===== src/rtl/core_pkg.sv =====
// Shared definitions for the Core boot path: stream/memory geometry, the frame start
// marker, the loader state encoding and the loader error codes.
package core_pkg;

  localparam int unsigned DATA_W = 8;
  localparam int unsigned ADDR_W = 4;
  localparam int unsigned DEPTH  = 1 << ADDR_W;

  localparam logic [DATA_W-1:0] SYNC_BYTE = 8'hA5;

  typedef enum logic [2:0] {
    StIdle,
    StLen,
    StLoad,
    StCheck,
    StFill,
    StRun,
    StError
  } ld_state_e;

  localparam logic [1:0] ErrNone = 2'b00;
  localparam logic [1:0] ErrLen  = 2'b01;
  localparam logic [1:0] ErrCsum = 2'b10;

endpackage


===== src/rtl/core_loader.sv =====
// Boot loader for Core. Accepts a framed program (SYNC, LEN, LEN payload bytes, CSUM) over a
// valid/ready byte stream, writes the payload into instruction memory, zero-fills the rest
// and, once the checksum matches, holds core_start high until reset.
// Ports:
//   clk, rst_n           clock and synchronous active-low reset
//   in_valid/in_data     incoming stream byte; in_ready accepts it (decoded from state)
//   im_we/im_addr/im_wdata  instruction-memory write port, one word per cycle
//   core_start           level, high releases Core
//   busy                 high while a frame is in flight (LEN/LOAD/CHECK/FILL)
//   err/err_code         sticky error flag and cause (01 bad length, 10 checksum)
module core_loader
  import core_pkg::*;
(
  input  logic              clk,
  input  logic              rst_n,
  input  logic              in_valid,
  input  logic [DATA_W-1:0] in_data,
  output logic              in_ready,
  output logic              im_we,
  output logic [ADDR_W-1:0] im_addr,
  output logic [DATA_W-1:0] im_wdata,
  output logic              core_start,
  output logic              busy,
  output logic              err,
  output logic [1:0]        err_code
);

  localparam logic [DATA_W-1:0] DepthByte = DATA_W'(DEPTH);
  localparam logic [ADDR_W:0]   DepthCnt  = (ADDR_W+1)'(DEPTH);
  localparam logic [ADDR_W:0]   LastAddr  = (ADDR_W+1)'(DEPTH - 1);
  localparam logic [ADDR_W:0]   CntOne    = (ADDR_W+1)'(1);

  ld_state_e         state;
  // One extra bit so that len = DEPTH is representable.
  logic [ADDR_W:0]   len;
  logic [ADDR_W:0]   cnt;
  logic [DATA_W-1:0] sum;
  logic              xfer;

  always_comb begin
    in_ready = 1'b0;
    case (state)
      StIdle, StLen, StLoad, StCheck, StError: in_ready = 1'b1;
      default:                                 in_ready = 1'b0;
    endcase
  end

  assign xfer = in_valid & in_ready;

  always_ff @(posedge clk) begin
    if (!rst_n) begin
      state      <= StIdle;
      len        <= '0;
      cnt        <= '0;
      sum        <= '0;
      im_we      <= 1'b0;
      im_addr    <= '0;
      im_wdata   <= '0;
      core_start <= 1'b0;
      busy       <= 1'b0;
      err        <= 1'b0;
      err_code   <= ErrNone;
    end else begin
      im_we <= 1'b0;
      case (state)
        StIdle: begin
          if (xfer && in_data == SYNC_BYTE) begin
            state <= StLen;
            busy  <= 1'b1;
          end
        end
        StLen: begin
          if (xfer) begin
            if (in_data != '0 && in_data <= DepthByte) begin
              len   <= in_data[ADDR_W:0];
              cnt   <= '0;
              sum   <= '0;
              state <= StLoad;
            end else begin
              state    <= StError;
              busy     <= 1'b0;
              err      <= 1'b1;
              err_code <= ErrLen;
            end
          end
        end
        StLoad: begin
          if (xfer) begin
            im_we    <= 1'b1;
            im_addr  <= cnt[ADDR_W-1:0];
            im_wdata <= in_data;
            sum      <= sum + in_data;
            cnt      <= cnt + CntOne;
            if (cnt + CntOne == len) begin
              state <= StCheck;
            end
          end
        end
        StCheck: begin
          if (xfer) begin
            if (in_data == sum) begin
              if (len == DepthCnt) begin
                state      <= StRun;
                busy       <= 1'b0;
                core_start <= 1'b1;
              end else begin
                state <= StFill;
              end
            end else begin
              // Memory keeps whatever was written; only a new frame overwrites it.
              state    <= StError;
              busy     <= 1'b0;
              err      <= 1'b1;
              err_code <= ErrCsum;
            end
          end
        end
        StFill: begin
          im_we    <= 1'b1;
          im_addr  <= cnt[ADDR_W-1:0];
          im_wdata <= '0;
          cnt      <= cnt + CntOne;
          if (cnt == LastAddr) begin
            state      <= StRun;
            busy       <= 1'b0;
            core_start <= 1'b1;
          end
        end
        StRun: begin
          // Terminal until reset.
        end
        StError: begin
          if (xfer && in_data == SYNC_BYTE) begin
            state    <= StLen;
            busy     <= 1'b1;
            err      <= 1'b0;
            err_code <= ErrNone;
          end
        end
        default: state <= StIdle;
      endcase
    end
  end

endmodule


===== config.mk =====
export PLATFORM = sky130hd
export DESIGN_NAME = core_loader
export DESIGN_NICKNAME = d
export VERILOG_FILES = /design/src/rtl/core_pkg.sv /design/src/rtl/core_loader.sv
export SDC_FILE = /design/constraint.sdc
export NUM_CORES = 1
export LEC_CHECK = 0
export CORE_MARGIN = 3
export CORE_UTILIZATION = 49
export CTS_CLUSTER_SIZE = 40
export DETAILED_ROUTE_END_ITERATION = 12
export PLACE_DENSITY = 0.71
export SKIP_CTS_REPAIR_TIMING = 1
export SYNTH_ARGS = -nofsm -noshare
export SYNTH_HDL_FRONTEND = slang
export SYNTH_SLANG_ARGS = --single-unit
export TNS_END_PERCENT = 20

===== constraint.sdc =====
create_clock -name clk -period 2.15 [get_ports clk]
set_input_delay 0.43 -clock clk [delete_from_list [all_inputs] [get_ports clk]]
set_output_delay 0.43 -clock clk [all_outputs]
set_load 0.02 [all_outputs]

==> flow_metrics.py, run 1 <==
metrics = {
    "clocking": {
        "cts-root-buf": "clkbuf_8",
        "cts_buffers": 5,
        "cts_tree": "done",
        "clockBufferDepth": 2,
        "cts.reportedPaths.clkPinSlew_ps": 80,
        "clock_latency_ps": 300,
        "htree_levels": 2,
        "cts.sinks": 39,
    },
    "synthesis": {
        "synth.largest_area_cell": "dfxtp_1",
        "syn-num-nets": 282,
        "postSynthCellCount": 261,
        "ys.flop_type": "dfxtp_1",
        "syn_avg_cell_area_um2": 8.42,
        "synth.area.top_cells": "dfxtp_1 (36%), a21oi_1 (6.4%), nand2_1 (5.8%), ha_1 (5.1%), mux2i_1 (3.6%)",
        "synth_area_mm2": 0.00220,
        "netlist_top_cells_count": "dfxtp_1 (39), nand2_1 (34), a21oi_1 (28), nor2_1 (19), nand3_1 (13)",
        "synth_edf_count": 0,
        "ys_warn_count": 0,
        "yosysMostFrequentCell": "dfxtp_1",
        "synth_seq_area_share_pct": 35.5,
        "synth-seq-cells": 39,
        "ys_types": 54,
        "synth_top_area_share_pct": 35.5,
        "async_reset_ff_share_pct": 0,
    },
    "worst_setup_path": {
        "cp_top_family": "buffers and inverters",
        "crit_end": "in_ready",
        "path_buf_inv": 1,
        "end_kind": "output pin",
        "reg2reg_from": "sum[1]$_SDFFE_PN0P_",
        "cp_max_fo": 8,
        "r2r_slack_ps": 130,
        "startpoint": "state[0]$_SDFFE_PN0P_",
        "cp_slowest_stage_delay_ps": 560,
        "crit_chain": "nand2b_1, nand2_1, clkdlybuf4s50_1",
        "rr_endpoint": "err$_SDFFE_PN0P_",
        "required_ps": 1720,
        "slowest_stage": "clkdlybuf4s50_1",
        "cp.depth": 3,
        "start_kind": "register",
        "rr_worst_depth": 5,
        "crit_type": "register to output pin",
        "arrival_ps": 1650,
    },
    "global_routing": {
        "groute.usage.overall_pct": 22.5,
        "grt_pass1_wl_um": 9340,
        "grt_max_degree": 21,
        "overflow": 0,
        "antenna_found_initial": 0,
        "grt_pass1_vias": 1979,
    },
    "sta": {
        "maxSlewHeadroom_pct": 56.3,
        "clock.fmax_ghz": 0.480,
        "maxSlewViolCount": 0,
        "fin_crit_ps": 2080,
        "rsz0062_at_grt": "no",
        "fin_crit_sh_pct": 97.0,
        "setup_violations": 0,
        "clock_skew_ps": 6.07,
        "tightestPinTransition_ps": 651,
        "finalSetupTns_ps": 0,
        "final_hold_viol_count": 0,
    },
    "job": {
        "max-cap-violations": 0,
    },
    "drt": {
        "wire_per_inst_um": 15.8,
        "remaining_drc_errors": 0,
        "drt-total-wl_um": 5890,
        "viasPerCell": 5.79,
        "route.vias.total": 2153,
        "drt_first_pass_iters": 4,
        "ant_nets": 0,
        "first_iter_violations": 168,
    },
    "die": {
        "num_rows": 23,
        "die_x_um": 73.0,
        "die_h_um": 73.0,
        "die_area_mm2": 0.00532,
        "coreArea_mm2": 0.00417,
        "start_util_pct": 52.7,
        "ioPinCount": 30,
    },
    "layout": {
        "num-nets-final": 342,
        "antenna_cells": 0,
        "fin_area_mm2": 0.00300,
        "drive_gt1_share_pct": 20.8,
        "area_growth_pct": 36.7,
    },
    "power_and_ir_drop": {
        "p_per_area_mw_per_mm2": 713,
        "power.leakage_nw": 1.27,
        "ir_worst_vdd_v": 0.000460,
    },
    "placement": {
        "gp_congestion": 0.855,
        "port_buffers": 29,
        "place_area_mm2": 0.00279,
        "dp_hpwl_um": 4200,
    },
    "run_status": {
        "status": "finished, final reports clean",
    },
    "hold_path": {
        "hold_class": "register to register",
    },
}
## how the worst min path moves through the flow
| stage | start | end | slack [ps] | depth (start not counted) |
|---|---|---|---|---|
| final | busy$_SDFFE_PN0P_ | busy$_SDFFE_PN0P_ | 460 | 2 |
| after global routing | busy$_SDFFE_PN0P_ | busy$_SDFFE_PN0P_ | 470 | 2 |
| after CTS | busy$_SDFFE_PN0P_ | busy$_SDFFE_PN0P_ | 460 | 2 |
| after detailed placement | im_addr[3]$_SDFFE_PN0P_ | im_addr[3]$_SDFFE_PN0P_ | 450 | 2 |
| after global placement | im_wdata[6]$_SDFFE_PN0P_ | im_wdata[6]$_SDFFE_PN0P_ | 440 | 2 |
| after floorplan | sum[2]$_SDFFE_PN0P_ | sum[2]$_SDFFE_PN0P_ | 450 | 2 |
## metal layers
layer,global-route usage (%),part of all wire [%],vias up
met2,34.0,49,65
met3,3.86,4.6,8
met5,0,0,-
met4,8.81,1.5,0
li1,-,-,1062
met1,31.9,45,1018
## power breakdown
part           switching, mW  total, mW  leakage [nW]  internal [mW]
sequential            0.0628      0.839         0.316          0.776
clock                  0.277      0.503        0.0402          0.226
combinational          0.422      0.800         0.918          0.379
## cells in the final DEF, fill, tap and decap left out, types with 3 or more instances in the layout
cell	instances
mux2i_1	8
a21oi_1	27
ha_4	6
clkdlybuf4s50_1	22
buf_4	37
nand4_1	4
xnor2_1	7
dlymetal6s2s_1	7
nor3_1	5
nand2_1	34
xor2_1	6
o21ai_1	3
inv_1	5
dfxtp_1	38
nand2b_1	7
a21o_1	7
nor2b_1	3
nand3_1	13
a31oi_1	4
ha_1	3
o21ai_0	7
clkbuf_8	5
nor2_1	19
## registers in the layout, summed over array words and instances, names as in the netlist, 2 cells and up
| name | cells |
|---|---|
| im_wdata | 8 |
| sum | 8 |
| cnt | 5 |
| len | 5 |
| im_addr | 4 |
| state | 3 |
| err_code | 2 |
## worst min-delay path, cell delays in order (launching register included)
cell and delay (ps):
dfxtp_1 310, nand2_1 60, o21ai_1 50
## stage by stage
step	worst slack [ps]	hold WS [ps]	total power, mW	std cells	utilization [%]
after floorplan	13.5	447	1.30	261	-
after global placement	-520	441	1.60	364	66.8
after detailed placement	-564	447	1.61	364	66.8
after CTS	-245	458	2.11	372	68.9
after global routing	23.3	472	2.25	372	72.0
final	65.3	455	2.14	372	72.0
## final cells by class
class                   count  area (um2)
flip-flops and latches     39         782
repair buffers             67         606
fillers                   316        1170
inverters                   5        18.8
clock buffers               5        68.8
multi-input cells         203        1450
clock inverters             3        20.0
well taps                  50        62.6
## kinds of logic after synthesis
logic type               Yosys count  share of synthesized area (%)
buffers and inverters             19                           3.64
AND/OR/NAND/NOR                  106                           26.4
flip-flops                        39                           35.5
adder cells (fa/ha/maj)           10                           6.04
XOR/XNOR                          13                           5.18
multiplexers                       8                           3.64
AO/OA/AOI/OAI                     66                           19.6
Power figures use the tool's default switching activity.
==> run 2, diff against run 1 <==
--- a/config.mk
+++ b/config.mk
@@ -5,8 +5,10 @@
 export SDC_FILE = /design/constraint.sdc
 export NUM_CORES = 1
 export LEC_CHECK = 0
+export CORE_ASPECT_RATIO = 1.75
 export CORE_MARGIN = 3
 export CORE_UTILIZATION = 49
+export CTS_CLUSTER_DIAMETER = 60
 export CTS_CLUSTER_SIZE = 40
 export DETAILED_ROUTE_END_ITERATION = 12
 export PLACE_DENSITY = 0.71
==> run 2 against run 1 <==
  * Hold slack lost 1.6 ps
  * Register-to-register slack lost 110 ps
  * Critical path depth grew 4
  * Clock skew is essentially flat
  * Design area grew 0.50%
  * Count of clock-buffer cells in the layout grew 2
  * Critical path type is now register to register
  * Largest cell class unchanged
==> flow_metrics.py, run 2 (synthesis results as in run 1) <==
metrics = {
    "worst_setup_path": {
        "reg2reg_from": "sum[5]$_SDFFE_PN0P_",
        "required_ps": 2390,
        "arrival_ps": 2370,
        "crit_chain": "ha_1, or4_4, buf_4, nor4_4, nand2b_1, a32oi_1, o21a_1",
        "slowest_stage": "or4_4",
        "rr_endpoint": "core_start$_SDFFE_PN0P_",
        "crit_type": "register to register",
        "end_kind": "register",
        "crit_end": "core_start$_SDFFE_PN0P_",
        "cp_slowest_stage_delay_ps": 590,
        "startpoint": "sum[5]$_SDFFE_PN0P_",
        "cp_max_fo": 3,
        "path_buf_inv": 1,
        "rr_worst_depth": 7,
        "cp.depth": 7,
        "r2r_slack_ps": 20,
        "start_kind": "register",
        "cp_top_family": "simple AND/OR/NAND/NOR gates",
    },
    "layout": {
        "final_common_cell": "buf_4",
        "layout_common_cells": "buf_4 (42), dfxtp_1 (38), nand2_1 (34), a21oi_1 (27), clkdlybuf4s50_1 (21)",
        "area_growth_pct": 37.4,
        "reg_top3": "im_wdata (8), sum (8)",
        "fin_util_pct": 71.4,
        "antenna_cells": 0,
        "drive_gt1_share_pct": 21.1,
        "num-nets-final": 347,
        "fin_area_mm2": 0.00302,
    },
    "die": {
        "start_util_pct": 52.0,
        "coreArea_mm2": 0.00423,
        "die_h_um": 94.6,
        "ioPinCount": 30,
        "num_rows": 31,
        "die_area_mm2": 0.00536,
        "die_x_um": 56.6,
    },
    "sta": {
        "clock_skew_ps": 6.29,
        "final_hold_viol_count": 0,
        "hold_slack_ps": 453,
        "maxSlewViolCount": 0,
        "fin_crit_sh_pct": 99.1,
        "setup_violations": 0,
        "maxSlewHeadroom_pct": 53.9,
        "clock.fmax_ghz": 0.469,
        "tightestPinTransition_ps": 686,
        "rsz0062_at_grt": "yes",
        "setup_ws_ps": 19.0,
        "fin_crit_ps": 2130,
    },
    "global_routing": {
        "groute.usage.overall_pct": 23.4,
        "grt_max_degree": 26,
        "antenna_found_initial": 0,
        "grt_pass1_wl_um": 9670,
        "overflow": 0,
        "grt_pass1_vias": 2197,
    },
    "drt": {
        "remaining_drc_errors": 0,
        "drt_first_pass_iters": 4,
        "ant_nets": 0,
        "wire_per_inst_um": 16.4,
        "drt-total-wl_um": 6150,
        "route.vias.total": 2192,
        "viasPerCell": 5.83,
        "first_iter_violations": 82,
    },
    "placement": {
        "place_area_mm2": 0.00282,
        "port_buffers": 29,
        "post-place-ws_ps": -493,
        "dp_hpwl_um": 4590,
        "gp_congestion": 0.911,
    },
    "job": {
        "max-cap-violations": 0,
    },
    "clocking": {
        "cts.reportedPaths.clkPinSlew_ps": 80,
        "clock_latency_ps": 290,
        "cts.sinks": 39,
        "cts_tree": "done",
        "htree_levels": 2,
        "clockBufferDepth": 2,
        "cts-root-buf": "clkbuf_8",
        "cts_buffers": 5,
    },
    "power_and_ir_drop": {
        "p_per_area_mw_per_mm2": 696,
        "ir_worst_vdd_v": 0.000656,
        "power.leakage_nw": 1.29,
        "total_power_mw": 2.10,
    },
    "run_status": {
        "status": "finished, final reports clean",
    },
    "hold_path": {
        "hold_depth": 2,
        "hold_class": "register to register",
    },
}
run 2: final cells by class:
cell class                      count  area [um2]
Multi-Input combinational cell    203        1430
Fill cell                         348        1210
Sequential cell                    39         782
Timing Repair Buffer               72         646
Clock buffer                        7        76.3
Tap cell                           49        61.3
Inverter                            5        18.8
Clock inverter                      1        5.00
run 2: report_power, final:
| part | total, mW | internal (mW) | switching, mW |
|---|---|---|---|
| Sequential | 0.831 | 0.776 | 0.0545 |
| Clock | 0.482 | 0.228 | 0.254 |
| Combinational | 0.788 | 0.363 | 0.425 |
| Total | 2.10 | 1.37 | 0.734 |
run 2: routing by layer:
layer	GRT usage (%)	vias to the layer above	part of all wire (%)
met4	16.4	0	5.0
met3	4.79	23	4.1
met5	0	-	0
met2	43.5	67	55
met1	22.3	1023	36
li1	-	1079	-
run 2: worst min-delay path, stage by stage (launching register included):
cell and delay [ps]:
dfxtp_1 310, nand2_1 50, a21oi_1 50
run 2: worst min-delay path by stage:
stage / from / slack, ps / to
after floorplan: sum[2]$_SDFFE_PN0P_ / 450 / sum[2]$_SDFFE_PN0P_
after global placement: im_addr[3]$_SDFFE_PN0P_ / 440 / im_addr[3]$_SDFFE_PN0P_
after detailed placement: im_addr[0]$_SDFFE_PN0P_ / 450 / im_addr[0]$_SDFFE_PN0P_
after CTS: im_addr[0]$_SDFFE_PN0P_ / 460 / im_addr[0]$_SDFFE_PN0P_
after global routing: im_addr[0]$_SDFFE_PN0P_ / 490 / im_addr[0]$_SDFFE_PN0P_
final: im_addr[0]$_SDFFE_PN0P_ / 450 / im_addr[0]$_SDFFE_PN0P_
run 2: per-stage QoR:
stage | std cells | TNS (ps)
2_1_floorplan | 261 | 0
3_3_place_gp | 367 | -4550
3_5_place_dp | 367 | -5530
4_1_cts | 375 | -784
5_1_grt | 376 | -191
6_report | 376 | 0
